File: config.mk
export PLATFORM = sky130hd
export DESIGN_NAME = ifu_prefetch
export DESIGN_NICKNAME = d
export VERILOG_FILES = /design/src/rtl/ifu_prefetch.sv
export SDC_FILE = /design/constraint.sdc
export NUM_CORES = 1
export LEC_CHECK = 0
export ABC_CLOCK_PERIOD_IN_PS = 11600
export CORE_ASPECT_RATIO = 1.4
export CORE_MARGIN = 5
export CORE_UTILIZATION = 58
export CTS_BUF_LIST = sky130_fd_sc_hd__clkbuf_8
export DETAILED_ROUTE_END_ITERATION = 12
export PLACE_DENSITY = 0.91
export SYNTH_ARGS = -nofsm -noshare
export SYNTH_HDL_FRONTEND = slang
export SYNTH_SLANG_ARGS = --single-unit
File: constraint.sdc
create_clock -name clk -period 11.6 [get_ports clk]
set_input_delay 2.32 -clock clk [delete_from_list [all_inputs] [get_ports clk]]
set_output_delay 2.32 -clock clk [all_outputs]
set_load 0.05 [all_outputs]
File: src/rtl/ifu_prefetch.sv
// ifu_prefetch: instruction fetch unit with a single-outstanding valid/ready
// request/response port to instruction memory and a prefetch FIFO toward decode.
// It owns the fetch PC, sequential increment, redirect flush, fetch-fault
// reporting and halt gating of new requests.
//
// Ports:
//   clk, rst                 clock, synchronous active-high reset
//   imem_req_valid/ready     fetch request handshake
//   imem_req_addr            word-aligned fetch address
//   imem_rsp_valid           one response per accepted request
//   imem_rsp_data            fetched instruction
//   imem_rsp_err             access fault on this response
//   redirect_valid/pc        flush the FIFO and refetch from redirect_pc
//   halt                     level; suppresses new requests while high
//   inst_valid/ready         FIFO head handshake toward decode
//   inst, inst_pc, inst_err  FIFO head fields (inst = 0 on a fault)
//   idle                     no response outstanding and FIFO empty
module ifu_prefetch #(
  parameter int unsigned      XLEN     = 32,
  parameter logic [XLEN-1:0]  RESET_PC = 32'h8000_0000,
  parameter int unsigned      DEPTH    = 4,
  parameter int unsigned      ILEN     = 32
) (
  input  logic            clk,
  input  logic            rst,
  output logic            imem_req_valid,
  input  logic            imem_req_ready,
  output logic [XLEN-1:0] imem_req_addr,
  input  logic            imem_rsp_valid,
  input  logic [ILEN-1:0] imem_rsp_data,
  input  logic            imem_rsp_err,
  input  logic            redirect_valid,
  input  logic [XLEN-1:0] redirect_pc,
  input  logic            halt,
  output logic            inst_valid,
  input  logic            inst_ready,
  output logic [ILEN-1:0] inst,
  output logic [XLEN-1:0] inst_pc,
  output logic            inst_err,
  output logic            idle
);

  localparam int unsigned   AW      = $clog2(DEPTH);
  localparam logic [AW:0]   DEPTH_C = (AW+1)'(DEPTH);
  localparam logic [AW-1:0] IDX0    = '0;

  typedef enum logic [1:0] {S_REQ, S_WAIT, S_DISCARD, S_STOP} state_t;

  state_t          state;
  logic [XLEN-1:0] fetch_pc;
  logic [XLEN-1:0] req_pc;
  logic            stop_after_discard;
  logic            req_held;

  logic [XLEN-1:0] q_pc   [DEPTH];
  logic [ILEN-1:0] q_inst [DEPTH];
  logic            q_err  [DEPTH];
  logic [AW:0]     wr_ptr;
  logic [AW:0]     rd_ptr;

  logic [AW:0]     count;
  logic [AW-1:0]   wr_idx;
  logic [AW-1:0]   rd_idx;
  logic            accept;
  logic            pop;
  logic            redir_misaligned;
  logic            redir_inflight;

  always_comb begin
    count  = wr_ptr - rd_ptr;
    wr_idx = wr_ptr[AW-1:0];
    rd_idx = rd_ptr[AW-1:0];

    // A request that was presented but not yet taken stays up even if halt
    // rises or the slot check would now fail; only redirect retargets it.
    imem_req_valid = !rst && (state == S_REQ) &&
                     (req_held || (!halt && (count < DEPTH_C)));
    imem_req_addr  = fetch_pc;
    accept         = imem_req_valid && imem_req_ready;

    inst_valid = !rst && (count != '0);
    inst       = inst_valid ? q_inst[rd_idx] : '0;
    inst_pc    = inst_valid ? q_pc[rd_idx]   : '0;
    inst_err   = inst_valid && q_err[rd_idx];
    pop        = inst_valid && inst_ready && !redirect_valid;

    idle = rst || ((state != S_WAIT) && (state != S_DISCARD) && (count == '0));

    redir_misaligned = (redirect_pc[1:0] != 2'b00);
    // A response is still owed by memory after this edge: either one was
    // accepted right now, or we are waiting and it has not arrived yet.
    redir_inflight   = accept ||
                       (((state == S_WAIT) || (state == S_DISCARD)) && !imem_rsp_valid);
  end

  always_ff @(posedge clk) begin
    if (rst) begin
      state              <= S_REQ;
      fetch_pc           <= RESET_PC;
      req_pc             <= '0;
      stop_after_discard <= 1'b0;
      req_held           <= 1'b0;
      wr_ptr             <= '0;
      rd_ptr             <= '0;
      for (int unsigned i = 0; i < DEPTH; i++) begin
        q_pc[AW'(i)]   <= '0;
        q_inst[AW'(i)] <= '0;
        q_err[AW'(i)]  <= 1'b0;
      end
    end else begin
      req_held <= imem_req_valid && !imem_req_ready && !redirect_valid;
      if (redirect_valid) begin
        fetch_pc <= redirect_pc;
        rd_ptr   <= '0;
        if (redir_misaligned) begin
          // Flush and leave exactly one fault entry for the bad target.
          q_pc[IDX0]         <= redirect_pc;
          q_inst[IDX0]       <= '0;
          q_err[IDX0]        <= 1'b1;
          wr_ptr             <= (AW+1)'(1);
          state              <= redir_inflight ? S_DISCARD : S_STOP;
          stop_after_discard <= redir_inflight;
        end else begin
          wr_ptr             <= '0;
          state              <= redir_inflight ? S_DISCARD : S_REQ;
          stop_after_discard <= 1'b0;
        end
      end else begin
        if (pop) begin
          rd_ptr <= rd_ptr + (AW+1)'(1);
        end
        case (state)
          S_REQ: begin
            if (accept) begin
              req_pc   <= fetch_pc;
              fetch_pc <= fetch_pc + XLEN'(4);
              state    <= S_WAIT;
            end
          end
          S_WAIT: begin
            if (imem_rsp_valid) begin
              q_pc[wr_idx]   <= req_pc;
              q_inst[wr_idx] <= imem_rsp_err ? '0 : imem_rsp_data;
              q_err[wr_idx]  <= imem_rsp_err;
              wr_ptr         <= wr_ptr + (AW+1)'(1);
              state          <= imem_rsp_err ? S_STOP : S_REQ;
            end
          end
          S_DISCARD: begin
            if (imem_rsp_valid) begin
              state              <= stop_after_discard ? S_STOP : S_REQ;
              stop_after_discard <= 1'b0;
            end
          end
          S_STOP: begin
          end
        endcase
      end
    end
  end

endmodule

==> metrics.txt <==
outcome=complete, no violations; count of fill cells added during filler insertion=1763; Slew headroom=15.6%; total of flip-flops plus latches after synthesis=336; 1st-pass router iterations=5; detailed-route via count=just over 10000; number of gates given a new drive strength after cts=0; Post-synth top cells=edfxtp_1 (260), nor2_1 (227), nand2_1 (128); shortest clock period the worst path allows after layout=7.01 ns; number of flops mapped to enable cells by yosys=260; effective utilization at floorplan=approximately three fifths; top-area cell type share of the netlist area=52.4%; later-pin clock latency in the skew report=0.58 ns; transition time at the pin with the least slew margin=1.26 ns; placer congestion estimate=0.886; post-synth net total=1310; per-cell via count in the routed design=slightly below 6; detailed-route wire length per cell=20.5 um; Post-Route WL=35700 um; path category of the worst min-delay check=flip-flop to flip-flop; most frequent cell after synthesis=edfxtp_1; antenna violations before repair=0; clock buffer depth=3; first-pass GRT wire length=56900 um; count of clock tree sinks=between 300 and 400; post-synthesis instance area=between 10000 and 15000 sq um; startpoint type of the worst setup path=flip-flop; PD cells=about 150 nW/um^2; top fanout value on the critical path=70; count of boundary I/O pins=between 150 and 200; largest net degree at the start of global routing=80; period utilization=60.5%; proportion of register bits with asynchronous set or reset after synthesis=0%; post-synthesis cell count=~1200; # DRC=0; cell leakage power=about 6.7 nW; required arrival time at the worst endpoint=slightly above 9 ns; H-tree depth=2; per-instance average area after synthesis=12.1 sq um; arrival time at the worst endpoint=4.69 ns; Core Region=around 25000 sq um; violation count after the first detailed-routing iteration=between 800 and 900; register area share after synthesis=62.6%; IR Drop Worst-Case VDD=0.0869 mV; Max Cap Viol=0; worst slack after detailed placement=about 4.7 ns; Most used DFF post-synth=edfxtp_1; number of global-route vias before repair=10900; Crit Path Category=flip-flop to output port; Die Footprint=just under 30000 sq um; Die X=roughly 150 um; sort of element at the end of the critical path=output port; Die Ht=200 um; most area-consuming cells after synthesis=edfxtp_1 (52%), dfxtp_1 (10%), mux4_2 (9.8%); Antenna Diode Count=0; count of synthesis-stage warnings from yosys=0; post-route core utilization=70.4%; RSZ-0062 raised after global routing=no; number of buffers inserted by port buffering=171; overall global routing resource usage=between 20% and 30%; Clock transition at path regs=0.07 ns; Remaining Overflow, GRT=0; Site Rows=69; Max Clock Freq=0.143 GHz; post-detail-place hpwl=between 20000 and 25000 um; setup violators final=0; final-report max-slew violation count=0; worst setup slack after layout=roughly 4.6 ns; clock tree from TritonCTS=built; cts-stage hold buffer count=0; post-route setup TNS=0 ns; post-CTS setup buffer count=0; final worst clock skew=0.0349 ns; remaining antenna violation count after routing=0; root buffer selected by CTS=clkbuf_8; Final #Nets=~1500; share of final-layout standard cells stronger than drive strength 1=11.9%; final number of hold-violating endpoints=0; cell taking the most area after synthesis=edfxtp_1; Distinct cells, synth=60; layout-stage area growth over the synthesis result=19.9%; total clock buffers created by CTS=between 40 and 50
==> path summary, 6_finish.rpt <==
kind	startpoint	endpoint	slack, ns	depth (start not counted)
worst min-delay path	req_pc[19]	req_pc[19]	0.46	2
worst max register to register	wr_ptr[0]	imem_req_addr[14]	7.89	8
worst max-delay path	wr_ptr[0]	idle	4.59	7
worst min register to register	req_pc[19]	req_pc[19]	0.46	2
==> worst max-delay path: stages (launching register included) <==
cell	delay (ns)
dfxtp_1	0.45
inv_1	0.19
ha_1	0.25
fa_1	0.37
xnor3_1	0.34
nand3_2	0.99
o21ai_0	0.63
clkdlybuf4s50_1	0.89
==> sequential cells by signal, summed over array words and instances (netlist names), named ones only <==
signal / count
imem_req_addr: 32
q_err: 4
q_inst: 128
q_pc: 128
rd_ptr: 3
req_held: 1
req_pc: 32
state: 2
stop_after_discard: 1
wr_ptr: 3
==> layer usage <==
layer  up-vias  track usage (%)  share of wire, %
met5         -                0                 0
li1       4715                -                 -
met3        67             3.54               6.7
met2       508             44.6                53
met1      5052             30.1                38
met4         0             8.23               2.4
==> logic make-up after synthesis <==
kind of cell             count (synthesis)  synth area share, %
AND/OR/NAND/NOR                        491                 14.8
flip-flops                             336                 62.6
buffers and inverters                  166                 4.27
AO/OA/AOI/OAI                          133                 5.88
multiplexers                            68                 10.0
XOR/XNOR                                28                 1.74
adder cells (fa/ha/maj)                  8                0.722
==> stage by stage <==
step / std cells / total power [W] / area [sq um] / hold WS, ns
2_1_floorplan: 1230 / 0.00161 / 14900 / 0.437
3_5_place_dp: 1653 / 0.00173 / 16900 / 0.449
5_1_grt: 1742 / 0.00274 / 17900 / 0.478
4_1_cts: 1742 / 0.00266 / 17900 / 0.457
6_report: 1742 / 0.00265 / 17900 / 0.457
3_3_place_gp: 1653 / 0.00172 / 16900 / 0.442
==> area by class of cell <==
type | count | area (sq um) | share of cell area (%)
clock buffer | 54 | 743 | 4.16
clock inverter | 35 | 228 | 1.27
inverter | 84 | 315 | 1.76
multi-input combinational | 728 | 5030 | 28.1
sequential | 336 | 9340 | 52.3
tap | 319 | 399 | 2.23
timing repair buffer | 186 | 1820 | 10.2
==> cells in the final DEF (no fill, tap or decap), types with 4 or more instances in the layout <==
cell type        netlist  routed
o21a_1                 7       7
xnor2_1               12      12
a21oi_1               47      47
nand3_1               15      12
inv_1                 83     100
clkdlybuf4s50_1        0     170
edfxtp_1             260     260
nor2_1               227     226
or3_1                  4       4
nand2_1              128     125
buf_4                  0      15
clkbuf_8               0      54
ha_1                   7       7
o21ai_0               15      15
nand4_1               17      17
a311oi_1               4       4
a211oi_1               5       5
clkinv_1               0       8
a22oi_1               32      32
xor2_1                15      15
dfxtp_1               76      74
mux4_2                65      65
and3_1                67      67
nor3_1                13      11
==> report_power, final <==
part	switching, W	internal (W)
sequential	0.0000310	0.00135
combinational	0.000210	0.000119
clock	0.000440	0.000496
total	0.000681	0.00196
No activity file was read; power rests on OpenSTA's default activity.
